--- config.mk ---
export PLATFORM = sky130hd
export DESIGN_NAME = snake_move_ctrl_flat
export DESIGN_NICKNAME = d
export VERILOG_FILES = /design/src/rtl/snake_move_ctrl_if.sv /design/src/rtl/snake_move_ctrl.sv /design/src/flat_wrapper.sv
export SDC_FILE = /design/constraint.sdc
export NUM_CORES = 1
export LEC_CHECK = 0
export BUFFER_PORTS_ARGS = -buffer_cell sky130_fd_sc_hd__buf_2
export CAP_MARGIN = 40
export CORE_MARGIN = 2
export CORE_UTILIZATION = 66
export DETAILED_ROUTE_END_ITERATION = 12
export GPL_TIMING_DRIVEN = 0
export HOLD_SLACK_MARGIN = 0.06
export PLACE_DENSITY_LB_ADDON = 0.3
export SLEW_MARGIN = 40
export SYNTH_ARGS = -nofsm -noshare
export SYNTH_HDL_FRONTEND = slang
export SYNTH_SLANG_ARGS = --single-unit
--- constraint.sdc ---
create_clock -name clk -period 9.2 [get_ports clk]
set_input_delay 0.46 -clock clk [delete_from_list [all_inputs] [get_ports clk]]
set_output_delay 0.46 -clock clk [all_outputs]
set_load 0.02 [all_outputs]
--- src/rtl/snake_move_ctrl_if.sv ---
// Control/status bundle between the game logic and the snake movement controller.
interface snake_move_ctrl_if;
  logic       init;
  logic       pause;
  logic       key_valid;
  logic [7:0] key_code;
  logic [4:0] food_x;
  logic [4:0] food_y;
  logic [4:0] qry_x;
  logic [4:0] qry_y;
  logic       qry_hit;
  logic [4:0] head_x;
  logic [4:0] head_y;
  logic [4:0] length;
  logic       step;
  logic       ate;
  logic       died;

  modport master (
    output init, pause, key_valid, key_code, food_x, food_y, qry_x, qry_y,
    input  qry_hit, head_x, head_y, length, step, ate, died
  );

  modport slave (
    input  init, pause, key_valid, key_code, food_x, food_y, qry_x, qry_y,
    output qry_hit, head_x, head_y, length, step, ate, died
  );
endinterface

--- src/rtl/snake_move_ctrl.sv ---
// Snake movement controller on a 32x24 grid: step timing, direction filtering,
// next-head evaluation (wall/self/food) and the body segment shift register.
module snake_move_ctrl #(
  parameter int TICK_DIV = 10_000_000,
  parameter int MAX_LEN  = 16
) (
  input  logic             clk,
  input  logic             rst_n,
  snake_move_ctrl_if.slave bus
);

  localparam int              CW        = $clog2(TICK_DIV);
  localparam logic [CW-1:0]   TICK_LAST = CW'(TICK_DIV - 1);
  localparam logic [4:0]      X_MAX     = 5'd31;
  localparam logic [4:0]      Y_MAX     = 5'd23;
  localparam logic [4:0]      LEN_RST   = 5'd3;
  localparam logic [4:0]      LEN_MAX   = 5'(MAX_LEN);
  localparam logic [7:0]      KEY_W     = 8'h1D;
  localparam logic [7:0]      KEY_A     = 8'h1C;
  localparam logic [7:0]      KEY_S     = 8'h1B;
  localparam logic [7:0]      KEY_D     = 8'h23;

  // Opposite directions differ only in bit 1, which makes the reverse test an XOR.
  typedef enum logic [1:0] {
    DIR_UP    = 2'd0,
    DIR_LEFT  = 2'd1,
    DIR_DOWN  = 2'd2,
    DIR_RIGHT = 2'd3
  } dir_t;

  typedef enum logic [2:0] {
    S_IDLE   = 3'd0,
    S_RUN    = 3'd1,
    S_CALC   = 3'd2,
    S_COMMIT = 3'd3,
    S_DEAD   = 3'd4
  } state_t;

  state_t        state_reg, state_next;
  logic [CW-1:0] tick_reg;
  dir_t          committed_reg, pending_reg;
  logic [4:0]    length_reg;
  logic          step_reg, ate_reg, died_reg;
  logic [4:0]    nx_reg, ny_reg;
  logic          wall_reg, self_reg, eat_reg;

  logic          key_is_dir;
  dir_t          key_dir;
  dir_t          ref_dir;
  logic          key_accept;
  logic          tick_wrap;
  logic [4:0]    nx_calc, ny_calc;
  logic          wall_calc, eat_calc, self_calc;
  logic          commit_move;
  logic [5:0]    len6;

  logic [4:0]         seg_x [MAX_LEN];
  logic [4:0]         seg_y [MAX_LEN];
  logic [MAX_LEN-1:0] self_vec;
  logic [MAX_LEN-1:0] qry_vec;

  always_comb begin
    key_is_dir = 1'b1;
    key_dir    = DIR_RIGHT;
    case (bus.key_code)
      KEY_W:   key_dir = DIR_UP;
      KEY_A:   key_dir = DIR_LEFT;
      KEY_S:   key_dir = DIR_DOWN;
      KEY_D:   key_dir = DIR_RIGHT;
      default: key_is_dir = 1'b0;
    endcase
  end

  // During CALC the pending direction is the one being committed, so keys are
  // judged against it to avoid sneaking a reversal past the commit.
  assign ref_dir    = (state_reg == S_CALC) ? pending_reg : committed_reg;
  assign key_accept = bus.key_valid && key_is_dir && !bus.init &&
                      (state_reg != S_DEAD) &&
                      (key_dir != dir_t'(ref_dir ^ 2'b10));
  assign tick_wrap  = (tick_reg == TICK_LAST);
  assign len6       = {1'b0, length_reg};

  always_ff @(posedge clk or negedge rst_n) begin
    if (!rst_n) begin
      state_reg <= S_IDLE;
    end else begin
      state_reg <= state_next;
    end
  end

  always_comb begin
    state_next = state_reg;
    case (state_reg)
      S_IDLE:   if (key_accept) state_next = S_RUN;
      S_RUN:    if (!bus.pause && tick_wrap) state_next = S_CALC;
      S_CALC:   state_next = S_COMMIT;
      S_COMMIT: state_next = (wall_reg || self_reg) ? S_DEAD : S_RUN;
      S_DEAD:   state_next = S_DEAD;
      default:  state_next = S_IDLE;
    endcase
    if (bus.init) state_next = S_IDLE;
  end

  always_comb begin
    nx_calc   = seg_x[0];
    ny_calc   = seg_y[0];
    wall_calc = 1'b0;
    case (pending_reg)
      DIR_UP:    if (seg_y[0] == 5'd0)  wall_calc = 1'b1; else ny_calc = seg_y[0] - 5'd1;
      DIR_DOWN:  if (seg_y[0] >= Y_MAX) wall_calc = 1'b1; else ny_calc = seg_y[0] + 5'd1;
      DIR_LEFT:  if (seg_x[0] == 5'd0)  wall_calc = 1'b1; else nx_calc = seg_x[0] - 5'd1;
      DIR_RIGHT: if (seg_x[0] >= X_MAX) wall_calc = 1'b1; else nx_calc = seg_x[0] + 5'd1;
      default:   wall_calc = 1'b0;
    endcase
  end

  assign eat_calc    = !wall_calc && (nx_calc == bus.food_x) && (ny_calc == bus.food_y);
  assign self_calc   = |self_vec;
  assign commit_move = (state_reg == S_COMMIT) && !wall_reg && !self_reg;

  always_ff @(posedge clk or negedge rst_n) begin
    if (!rst_n) begin
      tick_reg      <= '0;
      committed_reg <= DIR_RIGHT;
      pending_reg   <= DIR_RIGHT;
      length_reg    <= LEN_RST;
      step_reg      <= 1'b0;
      ate_reg       <= 1'b0;
      died_reg      <= 1'b0;
      nx_reg        <= '0;
      ny_reg        <= '0;
      wall_reg      <= 1'b0;
      self_reg      <= 1'b0;
      eat_reg       <= 1'b0;
    end else if (bus.init) begin
      tick_reg      <= '0;
      committed_reg <= DIR_RIGHT;
      pending_reg   <= DIR_RIGHT;
      length_reg    <= LEN_RST;
      step_reg      <= 1'b0;
      ate_reg       <= 1'b0;
      died_reg      <= 1'b0;
      nx_reg        <= '0;
      ny_reg        <= '0;
      wall_reg      <= 1'b0;
      self_reg      <= 1'b0;
      eat_reg       <= 1'b0;
    end else begin
      step_reg <= 1'b0;
      ate_reg  <= 1'b0;
      died_reg <= 1'b0;
      if (key_accept) pending_reg <= key_dir;
      case (state_reg)
        S_RUN: begin
          if (!bus.pause) tick_reg <= tick_wrap ? '0 : tick_reg + CW'(1);
        end
        S_CALC: begin
          committed_reg <= pending_reg;
          nx_reg        <= nx_calc;
          ny_reg        <= ny_calc;
          wall_reg      <= wall_calc;
          self_reg      <= self_calc;
          eat_reg       <= eat_calc;
        end
        S_COMMIT: begin
          if (wall_reg || self_reg) begin
            died_reg <= 1'b1;
          end else begin
            step_reg <= 1'b1;
            ate_reg  <= eat_reg;
            if (eat_reg && (length_reg < LEN_MAX)) length_reg <= length_reg + 5'd1;
          end
        end
        default: ;
      endcase
    end
  end

  // Segment i takes segment i-1 on every move; slots past the live length hold
  // stale copies, so eating only has to bump length to keep the old tail.
  genvar gi;
  generate
    for (gi = 0; gi < MAX_LEN; gi++) begin : g_seg
      localparam logic [4:0] X_RST = (gi < 3) ? 5'(16 - gi) : 5'd0;
      localparam logic [4:0] Y_RST = (gi < 3) ? 5'd12 : 5'd0;
      localparam logic [5:0] IDX   = 6'(gi);

      logic [4:0] x_reg, y_reg;
      logic [4:0] x_src, y_src;

      if (gi == 0) begin : g_head
        assign x_src = nx_reg;
        assign y_src = ny_reg;
      end else begin : g_body
        assign x_src = seg_x[gi-1];
        assign y_src = seg_y[gi-1];
      end

      always_ff @(posedge clk or negedge rst_n) begin
        if (!rst_n) begin
          x_reg <= X_RST;
          y_reg <= Y_RST;
        end else if (bus.init) begin
          x_reg <= X_RST;
          y_reg <= Y_RST;
        end else if (commit_move) begin
          x_reg <= x_src;
          y_reg <= y_src;
        end
      end

      assign seg_x[gi] = x_reg;
      assign seg_y[gi] = y_reg;

      // The tail vacates its cell on a plain move, but stays put when eating.
      assign self_vec[gi] = (x_reg == nx_calc) && (y_reg == ny_calc) &&
                            (eat_calc ? (IDX < len6) : ((IDX + 6'd1) < len6));
      assign qry_vec[gi]  = (x_reg == bus.qry_x) && (y_reg == bus.qry_y) && (IDX < len6);
    end
  endgenerate

  assign bus.qry_hit = |qry_vec;
  assign bus.head_x  = seg_x[0];
  assign bus.head_y  = seg_y[0];
  assign bus.length  = length_reg;
  assign bus.step    = step_reg;
  assign bus.ate     = ate_reg;
  assign bus.died    = died_reg;

endmodule

--- src/flat_wrapper.sv ---
// flat-port wrapper written by rule: the top's interface ports become plain ports
module snake_move_ctrl_flat 
#(
  parameter int TICK_DIV = 10_000_000,
  parameter int MAX_LEN  = 16
)
  (clk, rst_n, bus_init, bus_pause, bus_key_valid, bus_key_code, bus_food_x, bus_food_y, bus_qry_x, bus_qry_y, bus_qry_hit, bus_head_x, bus_head_y, bus_length, bus_step, bus_ate, bus_died);
  snake_move_ctrl_if bus_i ();
  input  logic clk;
  input  logic rst_n;
  input wire logic [$bits(bus_i.init)-1:0] bus_init;
  input wire logic [$bits(bus_i.pause)-1:0] bus_pause;
  input wire logic [$bits(bus_i.key_valid)-1:0] bus_key_valid;
  input wire logic [$bits(bus_i.key_code)-1:0] bus_key_code;
  input wire logic [$bits(bus_i.food_x)-1:0] bus_food_x;
  input wire logic [$bits(bus_i.food_y)-1:0] bus_food_y;
  input wire logic [$bits(bus_i.qry_x)-1:0] bus_qry_x;
  input wire logic [$bits(bus_i.qry_y)-1:0] bus_qry_y;
  output wire logic [$bits(bus_i.qry_hit)-1:0] bus_qry_hit;
  output wire logic [$bits(bus_i.head_x)-1:0] bus_head_x;
  output wire logic [$bits(bus_i.head_y)-1:0] bus_head_y;
  output wire logic [$bits(bus_i.length)-1:0] bus_length;
  output wire logic [$bits(bus_i.step)-1:0] bus_step;
  output wire logic [$bits(bus_i.ate)-1:0] bus_ate;
  output wire logic [$bits(bus_i.died)-1:0] bus_died;
  assign bus_i.init = bus_init;
  assign bus_i.pause = bus_pause;
  assign bus_i.key_valid = bus_key_valid;
  assign bus_i.key_code = bus_key_code;
  assign bus_i.food_x = bus_food_x;
  assign bus_i.food_y = bus_food_y;
  assign bus_i.qry_x = bus_qry_x;
  assign bus_i.qry_y = bus_qry_y;
  assign bus_qry_hit = bus_i.qry_hit;
  assign bus_head_x = bus_i.head_x;
  assign bus_head_y = bus_i.head_y;
  assign bus_length = bus_i.length;
  assign bus_step = bus_i.step;
  assign bus_ate = bus_i.ate;
  assign bus_died = bus_i.died;
  snake_move_ctrl #(.TICK_DIV(TICK_DIV), .MAX_LEN(MAX_LEN)) u_core (.clk(clk), .rst_n(rst_n), .bus(bus_i));
endmodule
# Yosys cells after proc, flatten, opt, wreduce, memory -nomap -nowiden
# Index checks and enable logic that the tools add are counted.
# classes
order_cmp	20
addsub	6
eq_ne	84
muxes	129
bitwise	1
reduce_logical	96
# op_table
op	n
$mux 5	76
$eq 5x5->1	66
$mux 24	4
$logic_and 1x1->1	74
$lt 4x5->1 const A	8
$mux 1	36
$reduce_or 16->1	2
$add 24x1->24 const B	1
$eq 24x24->1 const B	1
$eq 8x5->1 const B	3
$lt 3x5->1 const A	4
$pmux 5 s2	2
$add 5x1->5 const B	3
$pmux 3 s5	1
$mux 3	4
$reduce_bool 2->1	6
$ge 5x5->1 const B	2
$logic_not 5->1	2
$lt 1x5->1 const A	2
$lt 2x5->1 const A	2
$sub 5x1->5 const B	2
$eq 8x6->1 const B	1
$mux 2	4
$eq 3x2->1 const B	2
20 further kinds	28
# word_totals
reg_bits	212
output_inout_bits	19
wordCells	381

# Depth between registers and ports, before layout
# depth
word_depth	11
ltp_mapped	16
ltp_nobuf	13

# Worst setup path after synthesis
# No wires, ideal clock.
# synth_timing
path_type	register to register
startpoint	register u_core.g_seg[0].x_reg[0] (netlist: u_core.bus.head_x[0])
endpoint	register u_core.self_reg
path_buffers	3
stages_incl_launch_ff	15
required_ns	9.104
slack_ns	5.377
arrival_ns	3.728
cell_sequence	dfrtp_1 -> clkbuf_1 -> clkbuf_1 -> inv_1 -> ha_1 -> a21bo_2 -> o211a_1 -> a31oi_1 -> buf_2 -> xor2_1 -> a2111oi_0 -> nand4_1 -> a31oi_1 -> and4b_1 -> a311oi_2
# synth_between
elab_chain_len	11
elab_cells_between_ends	81
classes_between	2 x add/sub; 1 x order compare; 17 x eq/ne; 24 x mux; 37 x reduce/logical
# synth_lines
element	line_no	source
start: declaration	snake_move_ctrl.sv:188	logic [4:0] x_reg, y_reg;
start signal: assignment	snake_move_ctrl.sv:207	x_reg <= x_src;
$add 5x1->5, or another cell as far along	snake_move_ctrl.sv:112	DIR_RIGHT: if (seg_x[0] >= X_MAX) wall_calc = 1'b1; else nx_calc = seg_x[0] + 5'd1;
$mux 5, or another cell as far along	snake_move_ctrl.sv:112	
$pmux 5 s2 or $pmux 1 s4 (tied branches)	snake_move_ctrl.sv:108	case (pending_reg)
$eq 5x5->1 or $logic_not 1->1 (tied branches)	snake_move_ctrl.sv:117	assign eat_calc = !wall_calc && (nx_calc == bus.food_x) && (ny_calc == bus.food_y);
$logic_and 1x1->1 (2 in series)	snake_move_ctrl.sv:117	
$mux 1	snake_move_ctrl.sv:217	(eat_calc ? (IDX < len6) : ((IDX + 6'd1) < len6));
$logic_and 1x1->1	snake_move_ctrl.sv:216	assign self_vec[gi] = (x_reg == nx_calc) && (y_reg == ny_calc) &&
$reduce_or 16->1 *	snake_move_ctrl.sv:118	assign self_calc = |self_vec;
$mux 1 *	snake_move_ctrl.sv:153	case (state_reg)
$mux 1 *	snake_move_ctrl.sv:135	end else if (bus.init) begin
end signal: assignment	snake_move_ctrl.sv:162	self_reg <= self_calc;
end: declaration	snake_move_ctrl.sv:45	logic wall_reg, self_reg, eat_reg;
# Every way passes the cells marked *; elsewhere a longest branch is shown, timed or not. The select of a mux whose other input is x is not followed.
# A chain may end at the register's enable or synchronous reset.

# Worst setup path after layout
# Ends and elaborated chain as after synthesis.

==> out/metrics.cfg <==
[timing]
setup_viol=0
hold_viol=0
finalMaxSlewViolations=0
tightest_slew_ns=0.918
timing.slew.headroom=0.388
finalSetupTns_ns=0
hold_slack_ns=0.326
period_share=0.560
fmax_mhz=194
rsz0062_at_grt=no
finalCriticalPeriod_ns=5.15
worst_clock_skew_ns=0.0225

[yosys]
synth_nets=1719
ys_seq_area_frac=0.382
ys_ff_latch=212
synth_cell_types=81
syn_area_um2=13900
yosys_warnings=0
synth_area_per_cell_um2=8.31
synth-async-reset-ratio=1.00
synth_ff_type=dfrtp_1
synth_edf_count=0
postSynthCellCount=1678

[hold_path]
hold_path_startpoint=bus_key_code[5]
worstHoldPathType=in -> reg

[clock_tree]
htree_num_levels=1
clk_pin_slew_ns=0.06
cts_resized=0
cts.sinks=212
cts-root-buf=clkbuf_16
cts_tree=yes
cts_buffers=23
clock_path_buffers=3
insertion_delay_ns=0.53

[cells_and_area]
syn_to_final_growth_pct=10.9
n_fill_cell=1579
insertedDiodeCount=0
final_cell_mix=377 x nand2_1, 192 x dfrtp_1, 179 x a21oi_1, 164 x xnor2_1, 155 x xor2_1
fin_nets=1792
seqCellArea_um2=5330
layout_commonest_cell=nand2_1
multi_input_area_um2=8110
drive_above_1_share=0.0922

[critical_path]
worstPathMaxFanout=10
crit_path_max_incr_delay_ns=0.65
startpoint=u_core.bus.head_x[0]
rr_startpoint=u_core.bus.head_x[0]
crit_chain=clkbuf_1 -> clkbuf_1 -> inv_1 -> ha_1 -> a21bo_2 -> o211a_1 -> a31oi_2 -> buf_2 -> xor2_1 -> a2111oi_0 -> nand4_1 -> o211a_1 -> a22o_1 -> a311oi_2
slowest_stage=a31oi_2
worstSetupEndpointType=register
startpoint_type=register
cp.arrival_ns=5.57
cp.required_ns=9.61
criticalPathCategory=reg -> reg

[routing]
drt-vias-per-instance=6.62
dr.pass1.iters=6
drtIter0Drc=1667
drtAntennaViolNets=0
route.detailed.drc=0
vias=13500
drt_wl_total_um=50400
routedWlPerCell_um=24.7

[global_routing]
grt_usage=0.457
grt_max_degree=78
gr-usage-met2=0.682
grt_overflow=0
busiest_layer=met2
first_global_vias=13100
antenna_found_initial=2
grt_util_met1=0.610
met3_usage=0.102
grt_pass1_wl_um=76400

[placed_design]
portBuffers=41
routabilityCongestion=1.05
dp_hpwl_um=35600

[floorplan]
chipWidth_um=149
core_area_um2=20900
initial_core_util=0.668
ioPinCount=52
dieArea_um2=22300
row_count=53
die_y_um=149

[run]
maxCapViolCount=0

[run_status]
outcome=finished, final reports clean

[power_and_ir_drop]
ir_drop_mv=0.164
power_density_nw_per_um2=132
p_leak_nw=6.25

power breakdown:
| group | internal, mW | switching [mW] |
|---|---|---|
| Combinational | 0.0342 | 0.0878 |
| Sequential | 0.933 | 0.0000830 |
| Clock | 0.586 | 0.398 |
through the flow:
step | util | setup WS, ns | cell area (um^2) | std cells | power (mW)
floorplan | - | 5.38 | 13900 | 1678 | 1.01
detailed placement | 0.701 | 4.24 | 14700 | 2000 | 1.07
global route | 0.740 | 3.80 | 15500 | 2043 | 2.08
global placement | 0.694 | 3.97 | 14500 | 1994 | 1.06
finish | 0.740 | 4.05 | 15500 | 2043 | 2.04
CTS | 0.740 | 4.21 | 15400 | 2043 | 2.03
cells in the mapped netlist, types with 6 or more instances:
library cell    n  area [um^2]
nand4_1        48          300
a21oi_1       179          896
buf_2          13         65.1
nor2b_1         7         43.8
nor4_1         42          263
a2111oi_0       6         52.6
xor2_1        155         1360
or4_1           6         45.0
and3_1         15         93.8
inv_1          21         78.8
ha_1            8          100
and4_1          6         52.6
nand2b_1        6         37.5
or3_1           8         50.1
nand2_1       377         1420
clkbuf_1       95          357
dfrtp_1       192         4800
a31oi_1         8         50.1
o21ai_0        34          170
nand3b_1       16          120
xnor2_1       164         1440
nand3_1        28          140
nor3_1         35          175
o211ai_1        8         60.1
nor2_1         72          270
o31ai_1         9         67.6
dfstp_2        20          526
routing by layer:
| layer | share of wire | routed length (um) | vias to the layer above |
|---|---|---|---|
| met5 | 0.00028 | 14 | - |
| met4 | 0.067 | 3400 | 2 |
| met3 | 0.12 | 6180 | 237 |
| met2 | 0.44 | 21900 | 979 |
| met1 | 0.37 | 18900 | 6452 |
| li1 | - | - | 5858 |
worst paths after layout:
kind | end | slack (ns) | cells after the start
max | u_core.self_reg | 4.05 | 14
min | u_core.pending_reg[0] | 0.33 | 5
max reg2reg | u_core.self_reg | 4.05 | 14
min reg2reg | u_core.bus.head_y[2] | 0.51 | 2
max in group asynchronous | u_core.bus.length[1] | 7.90 | 3
min in group asynchronous | u_core.tick_reg[21] | 0.47 | 2
area by class of cell:
type | instances | area share
plain buffers | 118 | 0.0328
clock buffers | 34 | 0.0431
clock inverters | 8 | 0.00769
inverters | 21 | 0.00510
multi-input cells | 1327 | 0.524
flip-flops and latches | 212 | 0.345
well taps | 275 | 0.0223
repair buffers | 48 | 0.0198
worst max-delay path: cells and delay by family (launching register included):
kind | cells | cell delay, ns
flip-flops | 1 | 0.38
adder cells (fa/ha/maj) | 1 | 0.34
AND/OR/NAND/NOR | 1 | 0.27
XOR/XNOR | 1 | 0.11
AO/OA/AOI/OAI | 7 | 2.19
buffers and inverters | 4 | 1.74
timing repair:
action / CTS / global route
hold buffers: 1 / 0
hold endpoints to repair: 54 / 0
buffers inserted: 0 / 0
kinds of logic (layout without fill, tap and decap cells):
kind of cell,Yosys count,in the layout,synth area share
and+or+nand+nor,695,695,0.234
muxes,8,8,0.00601
adders and majority gates,8,8,0.00718
xor gates and xnor gates,319,319,0.200
AOI/OAI and AO/OA,297,297,0.129
DFF,212,212,0.382
buffers and inverters,139,229,0.0410
No activity file was read; power rests on OpenSTA's default activity.
